--- src/rtl/pixel_line_feeder_if.sv ---
`default_nettype none
// ============================================================================
// Module      : pixel_line_feeder_if
// Description : Bus bundle between the pixel line feeder, its frame memory and
//               the kernel-side control/stream signals.
//               master : the feeder (drives memory strobe/address, pixel stream,
//                        status; receives start, lineRequest, read data)
//               slave  : the environment (memory + kernel + host control)
// Ports       : start, lineRequest, memRdData  -> feeder
//               memRdEn, memAddr, pixelOut, pixelOutValid, busy, done <- feeder
// Revision    : 1.0  initial release
// ============================================================================
interface pixel_line_feeder_if #(
  parameter int DATA_WIDTH = 8,
  parameter int ADDR_WIDTH = 18
) ();
  logic                  start;
  logic                  lineRequest;
  logic                  memRdEn;
  logic [ADDR_WIDTH-1:0] memAddr;
  logic [DATA_WIDTH-1:0] memRdData;
  logic [DATA_WIDTH-1:0] pixelOut;
  logic                  pixelOutValid;
  logic                  busy;
  logic                  done;

  modport master (
    input  start, lineRequest, memRdData,
    output memRdEn, memAddr, pixelOut, pixelOutValid, busy, done
  );

  modport slave (
    output start, lineRequest, memRdData,
    input  memRdEn, memAddr, pixelOut, pixelOutValid, busy, done
  );
endinterface
`default_nettype wire

--- src/rtl/pixel_line_feeder.sv ---
`default_nettype none
// ============================================================================
// Module      : pixel_line_feeder
// Description : Frame source for the 3x3 edge-detection kernel. Reads a
//               grayscale frame from a synchronous-read memory and streams it
//               as gap-free valid bursts: PRIME_LINES lines after start, one
//               line per lineRequest rising edge, then PAD_LINES zero lines.
// Ports       : clk, rst (sync, active-high)
//               bus (master modport): start, lineRequest, memRdData in;
//                 memRdEn, memAddr, pixelOut, pixelOutValid, busy, done out
// Revision    : 1.0  initial release
// ============================================================================
module pixel_line_feeder #(
  parameter int DATA_WIDTH  = 8,
  parameter int IMG_WIDTH   = 512,
  parameter int IMG_HEIGHT  = 512,
  parameter int PRIME_LINES = 4,
  parameter int PAD_LINES   = 2,
  parameter int ADDR_WIDTH  = 18
) (
  input  logic                clk,
  input  logic                rst,
  pixel_line_feeder_if.master bus
);

  localparam int c_COL_W       = (IMG_WIDTH > 1) ? $clog2(IMG_WIDTH) : 1;
  localparam int c_TOTAL_LINES = IMG_HEIGHT + PAD_LINES;
  localparam int c_LINE_W      = $clog2(c_TOTAL_LINES + 1);

  typedef enum logic [2:0] {
    IDLE     = 3'd0,
    PRIME    = 3'd1,
    WAIT_REQ = 3'd2,
    LINE     = 3'd3,
    PAD_WAIT = 3'd4,
    PAD      = 3'd5
  } state_t;

  state_t                r_state;
  state_t                w_nextState;
  logic [c_COL_W-1:0]    r_colCnt;
  logic [c_LINE_W-1:0]   r_lineCnt;
  logic [ADDR_WIDTH-1:0] r_memAddr;
  logic                  r_reqCur;
  logic                  r_reqPrev;
  logic                  r_pending;
  logic                  r_vld1;
  logic                  r_zero1;
  logic                  r_last1;
  logic                  r_last2;
  logic [DATA_WIDTH-1:0] r_pixelOut;
  logic                  r_pixelOutValid;
  logic                  r_done;

  logic w_edge;
  logic w_reqAvail;
  logic w_memRd;
  logic w_burst;
  logic w_colLast;
  logic w_allLines;
  logic w_lastBeat;
  logic w_consume;
  logic w_finish;

  assign w_edge     = r_reqCur & ~r_reqPrev;
  // A fresh edge is acted on in the same cycle it is detected, so a waiting
  // FSM starts its burst two cycles after lineRequest is first sampled high.
  assign w_reqAvail = r_pending | w_edge;
  assign w_memRd    = (r_state == PRIME) || (r_state == LINE);
  assign w_burst    = w_memRd || (r_state == PAD);
  assign w_colLast  = (r_colCnt == c_COL_W'(IMG_WIDTH - 1));
  assign w_allLines = (r_lineCnt == c_LINE_W'(c_TOTAL_LINES));
  assign w_lastBeat = w_burst && w_colLast &&
                      (r_lineCnt == c_LINE_W'(c_TOTAL_LINES - 1));

  // PAD_WAIT doubles as the drain state once every line has been issued: the
  // FSM holds there until the last pixel leaves the output register, so that
  // done, busy falling and the return to IDLE all land on the same cycle.
  always_comb begin
    w_nextState = r_state;
    w_consume   = 1'b0;
    w_finish    = 1'b0;
    case (r_state)
      IDLE: begin
        if (bus.start) w_nextState = PRIME;
      end
      PRIME: begin
        if (w_colLast && (r_lineCnt == c_LINE_W'(PRIME_LINES - 1)))
          w_nextState = (PRIME_LINES >= IMG_HEIGHT) ? PAD_WAIT : WAIT_REQ;
      end
      WAIT_REQ: begin
        if (w_reqAvail) begin
          w_nextState = LINE;
          w_consume   = 1'b1;
        end
      end
      LINE: begin
        if (w_colLast)
          w_nextState = (r_lineCnt == c_LINE_W'(IMG_HEIGHT - 1)) ? PAD_WAIT : WAIT_REQ;
      end
      PAD_WAIT: begin
        if (w_allLines) begin
          if (r_last2) begin
            w_nextState = IDLE;
            w_finish    = 1'b1;
          end
        end else if (w_reqAvail) begin
          w_nextState = PAD;
          w_consume   = 1'b1;
        end
      end
      PAD: begin
        if (w_colLast) w_nextState = PAD_WAIT;
      end
      default: w_nextState = IDLE;
    endcase
  end

  always_ff @(posedge clk) begin
    if (rst) begin
      r_state         <= IDLE;
      r_colCnt        <= '0;
      r_lineCnt       <= '0;
      r_memAddr       <= '0;
      r_reqCur        <= 1'b0;
      r_reqPrev       <= 1'b0;
      r_pending       <= 1'b0;
      r_vld1          <= 1'b0;
      r_zero1         <= 1'b0;
      r_last1         <= 1'b0;
      r_last2         <= 1'b0;
      r_pixelOut      <= '0;
      r_pixelOutValid <= 1'b0;
      r_done          <= 1'b0;
    end else begin
      r_state   <= w_nextState;
      r_reqCur  <= bus.lineRequest;
      r_reqPrev <= r_reqCur;

      // Single-entry request queue: a second edge while one is queued is lost.
      if (r_state == IDLE || w_consume) r_pending <= 1'b0;
      else if (w_edge)                  r_pending <= 1'b1;

      // Line counter runs through memory lines and then pad lines.
      if (r_state == IDLE || w_finish) begin
        r_colCnt  <= '0;
        r_lineCnt <= '0;
      end else if (w_burst) begin
        if (w_colLast) begin
          r_colCnt  <= '0;
          r_lineCnt <= r_lineCnt + 1'b1;
        end else begin
          r_colCnt  <= r_colCnt + 1'b1;
        end
      end

      if (r_state == IDLE || w_finish) r_memAddr <= '0;
      else if (w_memRd)                r_memAddr <= r_memAddr + 1'b1;

      // Stage 1 lines up with memRdData; stage 2 is the output register.
      r_vld1          <= w_burst;
      r_zero1         <= (r_state == PAD);
      r_last1         <= w_lastBeat;
      r_last2         <= r_last1;
      r_pixelOutValid <= r_vld1;
      r_pixelOut      <= (r_vld1 && !r_zero1) ? bus.memRdData : '0;
      r_done          <= w_finish;
    end
  end

  assign bus.memRdEn       = w_memRd;
  assign bus.memAddr       = r_memAddr;
  assign bus.pixelOut      = r_pixelOut;
  assign bus.pixelOutValid = r_pixelOutValid;
  assign bus.busy          = (r_state != IDLE);
  assign bus.done          = r_done;

endmodule
`default_nettype wire
--- src/flat_wrapper.sv ---
// flat-port wrapper written by rule: the top's interface ports become plain ports
module pixel_line_feeder_flat 
#(
  parameter int DATA_WIDTH  = 8,
  parameter int IMG_WIDTH   = 512,
  parameter int IMG_HEIGHT  = 512,
  parameter int PRIME_LINES = 4,
  parameter int PAD_LINES   = 2,
  parameter int ADDR_WIDTH  = 18
)
  (clk, rst, bus_start, bus_lineRequest, bus_memRdData, bus_memRdEn, bus_memAddr, bus_pixelOut, bus_pixelOutValid, bus_busy, bus_done);
  pixel_line_feeder_if #(.DATA_WIDTH(DATA_WIDTH), .ADDR_WIDTH(ADDR_WIDTH)) bus_i ();
  input  logic clk;
  input  logic rst;
  input wire logic [$bits(bus_i.start)-1:0] bus_start;
  input wire logic [$bits(bus_i.lineRequest)-1:0] bus_lineRequest;
  input wire logic [$bits(bus_i.memRdData)-1:0] bus_memRdData;
  output wire logic [$bits(bus_i.memRdEn)-1:0] bus_memRdEn;
  output wire logic [$bits(bus_i.memAddr)-1:0] bus_memAddr;
  output wire logic [$bits(bus_i.pixelOut)-1:0] bus_pixelOut;
  output wire logic [$bits(bus_i.pixelOutValid)-1:0] bus_pixelOutValid;
  output wire logic [$bits(bus_i.busy)-1:0] bus_busy;
  output wire logic [$bits(bus_i.done)-1:0] bus_done;
  assign bus_i.start = bus_start;
  assign bus_i.lineRequest = bus_lineRequest;
  assign bus_i.memRdData = bus_memRdData;
  assign bus_memRdEn = bus_i.memRdEn;
  assign bus_memAddr = bus_i.memAddr;
  assign bus_pixelOut = bus_i.pixelOut;
  assign bus_pixelOutValid = bus_i.pixelOutValid;
  assign bus_busy = bus_i.busy;
  assign bus_done = bus_i.done;
  pixel_line_feeder #(.DATA_WIDTH(DATA_WIDTH), .IMG_WIDTH(IMG_WIDTH), .IMG_HEIGHT(IMG_HEIGHT), .PRIME_LINES(PRIME_LINES), .PAD_LINES(PAD_LINES), .ADDR_WIDTH(ADDR_WIDTH)) u_core (.clk(clk), .rst(rst), .bus(bus_i));
endmodule
--- config.mk ---
export PLATFORM = sky130hd
export DESIGN_NAME = pixel_line_feeder_flat
export DESIGN_NICKNAME = d
export VERILOG_FILES = /design/src/rtl/pixel_line_feeder_if.sv /design/src/rtl/pixel_line_feeder.sv /design/src/flat_wrapper.sv
export SDC_FILE = /design/constraint.sdc
export NUM_CORES = 1
export LEC_CHECK = 0
export CORE_ASPECT_RATIO = 1.75
export CORE_MARGIN = 5
export CORE_UTILIZATION = 30
export DETAILED_ROUTE_END_ITERATION = 8
export PLACE_DENSITY_LB_ADDON = 0.12
export SYNTH_ARGS = -nofsm -noshare
export SYNTH_HDL_FRONTEND = slang
export SYNTH_SLANG_ARGS = --single-unit
--- constraint.sdc ---
create_clock -name clk -period 3.74 [get_ports clk]
set_clock_uncertainty 0.05 [all_clocks]
set_input_delay 0.935 -clock clk [delete_from_list [all_inputs] [get_ports clk]]
set_output_delay 0.935 -clock clk [all_outputs]
set_load 0.03 [all_outputs]
==> key figures <==
Run status
  – Outcome: completed

Power and ir drop
  – P_leak: 1.18 nW
  – Pwr/cell area: 554 mW/mm²
  – Final Power: 1.83 mW
  – Worst IR Drop VDD: 228 µV

Route
  – Post-route ant nets: 0
  – Initial DRC Count: 44
  – DR vias: 2109
  – Initial DRT Pass Iterations: 4
  – Per-cell routed wire length: 13.9 µm
  – Vias per inst: 5.05
  – WL final: 5810 µm
  – DR DRC count: 0

Placed design
  – DP Area: 0.00301 mm²
  – Global placer's final weighted congestion: 0.717
  – Placed Cells: 403
  – Port Buf Inserts: 41
  – Setup Slack @ Placement: 0.993 ns
  – DP Wirelength: 4120 µm

Synth
  – Syn. warnings: 0
  – Async S/R FF share, synth: 0%
  – #FFs+latches synth: 57
  – Mapped cell area: 0.00251 mm²
  – Register area share after synthesis: 45.4%
  – Fraction of the mapped netlist area in adder cells: 2.99%
  – Top-count cell post-synth: dfxtp_1
  – Post-synth EDFFs: 0
  – Most common library cells after synthesis: 57 x dfxtp_1, 31 x nor2_1, 15 x a21oi_1
  – Simple-gate share of the synthesized area: 29.9%
  – Post-synth top area cell: dfxtp_1
  – Post-Synthesis Net Count: 298
  – Syn_area_per_cell: 8.98 µm²
  – Largest family of logic cells by synthesized area: simple AND/OR/NAND/NOR gates
  – Mux share of post-synthesis cell area: 0.846%
  – Post-Synth XOR/XNOR Area: 7.66%
  – Top FF cell, synth: dfxtp_1
  – Top cells by area, synth: dfxtp_1 45%, nor2_1 4.6%, xor2_1 4.2%, xnor2_1 3.5%, a21oi_1 3.0%
  – Synth cell types: 47
  – Post-synth top area share: 45.4%
  – Compound-Gate Fraction of Synth Area: 9.75%
  – Gate Count Post-Synth: 280

STA
  – Finish-stage setup viols: 0
  – Fin worst setup slack: 0.846 ns
  – Fmax: 0.346 GHz
  – Fin Hold WS: 0.393 ns
  – RSZ-0062 raised after global routing: false
  – Fin. Hold Viols: 0
  – Min Tclk post-route: 2.89 ns
  – Rel. slew slack: 34.8%
  – Final Cycle Share: 77.4%
  – Least-Margin Pin Slew: 0.976 ns
  – Setup TNS: 0 ns
  – Final Max Tran Viols: 0

Global routing
  – GRT Util Overall: 11.9%
  – Total grt overflow: 0
  – First-pass GRT wire length: 9720 µm
  – Initial antenna violation count: 0
  – Vias in the first global route: 1978
  – Largest net degree at the start of global routing: 38

CTS
  – Hold buffer count at cts: 0
  – Htree depth: 3
  – Clock Latency Late Sink: 0.32 ns
  – Root Buffer Master: clkbuf_16
  – Reg clk slew, reported paths: 0.05 ns
  – Post-CTS Setup Inserts: 0
  – Post_cts resized: 0
  – CTS tree: done
  – TritonCTS Buffers: 9
  – Clock sinks: 57
  – Clk buf depth: 2

Finish
  – Fin util: 40.0%
  – Multi-input logic area: 0.00128 mm²
  – Share of cells above drive strength 1: 7.36%
  – Antenna Diode Count: 0
  – Final net count: 340
  – Area growth syn-to-layout: 31.4%
  – Reg area: 0.00114 mm²
  – Filler cells: 836
  – Post-route cell area: 0.00330 mm²
  – Layout Cells excl Fill: 418

Setup path
  – CP endpoint kind: output pin
  – CP Cell Sequence: buf_4 > nor2b_1 > clkdlybuf4s50_1
  – Worst path required time: 2.75 ns
  – CP max stage delay: 0.76 ns
  – CP Max Fanout: 16
  – Arrival time at the worst endpoint: 1.91 ns
  – Slowest-stage cell, CP: clkdlybuf4s50_1
  – Crit path kind: flip-flop to output pin
  – Critical Path Start Type: flip-flop

Die
  – Core area: 0.00826 mm²
  – IO Pins: 42
  – Die footprint: 0.0104 mm²
  – Num rows: 44
  – Die X: 79.2 µm
  – Die height: 131 µm
  – Initial core utilization: 30.5%

Flow run
  – Max-capacitance violation count: 0

Min path
  – Min-Delay Path Class: flip-flop to flip-flop
-- placed cells by master, fill, tap and decap left out, types with 4 or more instances in the layout --
| cell | count |
|---|---|
| xnor2_1 | 10 |
| nand2_1 | 14 |
| clkbuf_16 | 9 |
| or3_1 | 7 |
| dfxtp_1 | 57 |
| nor3_1 | 10 |
| o21ai_0 | 10 |
| nand3b_1 | 4 |
| xor2_1 | 12 |
| nand3_1 | 9 |
| nor2b_1 | 6 |
| clkdlybuf4s50_1 | 41 |
| inv_1 | 9 |
| and3_1 | 6 |
| nand4_1 | 12 |
| nor2_1 | 31 |
| ha_1 | 6 |
| a21oi_1 | 15 |
| and2_1 | 12 |
-- per-layer routing --
layer / part of all wire [%] / vias to the layer above / GRT usage (%) / wire length, µm
li1: - / 1069 / - / -
met5: 0 / - / 0 / 0
met2: 54 / 35 / 20.6 / 3140
met3: 3.8 / 9 / 3.29 / 222
met1: 40 / 996 / 13.0 / 2320
met4: 2.0 / 0 / 6.31 / 119
-- final cells by class --
cell class | instances | share of cell area (%)
Clock buffer | 12 | 7.76
Clock inverter | 3 | 1.21
Multi-Input combinational cell | 201 | 38.9
Tap cell | 92 | 3.48
Sequential cell | 57 | 34.5
Timing Repair Buffer | 44 | 13.1
Inverter | 9 | 1.02
-- cells by family (layout without fill, tap and decap cells) --
| logic type | Yosys count | after routing |
|---|---|---|
| multiplexers | 2 | 2 |
| XOR/XNOR | 22 | 22 |
| adder cells (fa/ha/maj) | 6 | 6 |
| flip-flops | 57 | 57 |
| AO/OA/AOI/OAI | 39 | 39 |
| buffers and inverters | 22 | 68 |
| AND/OR/NAND/NOR | 132 | 132 |
-- sequential cells by signal, indices dropped and copies added, names as in the netlist --
name	flops
u_core.bus.done	1
u_core.r_state	3
u_core.r_reqCur	1
u_core.r_lineCnt	10
u_core.bus.pixelOutValid	1
u_core.r_colCnt	9
u_core.r_reqPrev	1
u_core.r_zero1	1
u_core.bus.memAddr	18
u_core.r_last2	1
u_core.r_pending	1
u_core.bus.pixelOut	8
u_core.r_last1	1
u_core.r_vld1	1
-- where the power goes --
| part | total [mW] | switching (mW) | internal (mW) | leakage, nW |
|---|---|---|---|---|
| sequential | 0.664 | 0.0264 | 0.638 | 0.461 |
| clock | 0.808 | 0.263 | 0.545 | 0.148 |
| combinational | 0.360 | 0.229 | 0.130 | 0.573 |
| total | 1.83 | 0.519 | 1.31 | 1.18 |
-- path summary, 6_finish.rpt --
path	startpoint	to	slack [ns]	depth (start not counted)
setup / recovery	u_core.r_state[2]	bus_memRdEn	0.85	3
hold / removal	u_core.r_last1	u_core.r_last2	0.39	1
setup reg to reg	u_core.r_colCnt[0]	u_core.r_last1	1.19	7
hold reg to reg	u_core.r_last1	u_core.r_last2	0.39	1
-- worst max-delay path: cells and delay by family, from the launching register on --
family	cells	cell delay [ns]
buffers and inverters	2	0.93
DFF	1	0.29
and+or+nand+nor	1	0.36
Note: power is estimated with default switching activity, not from simulation.
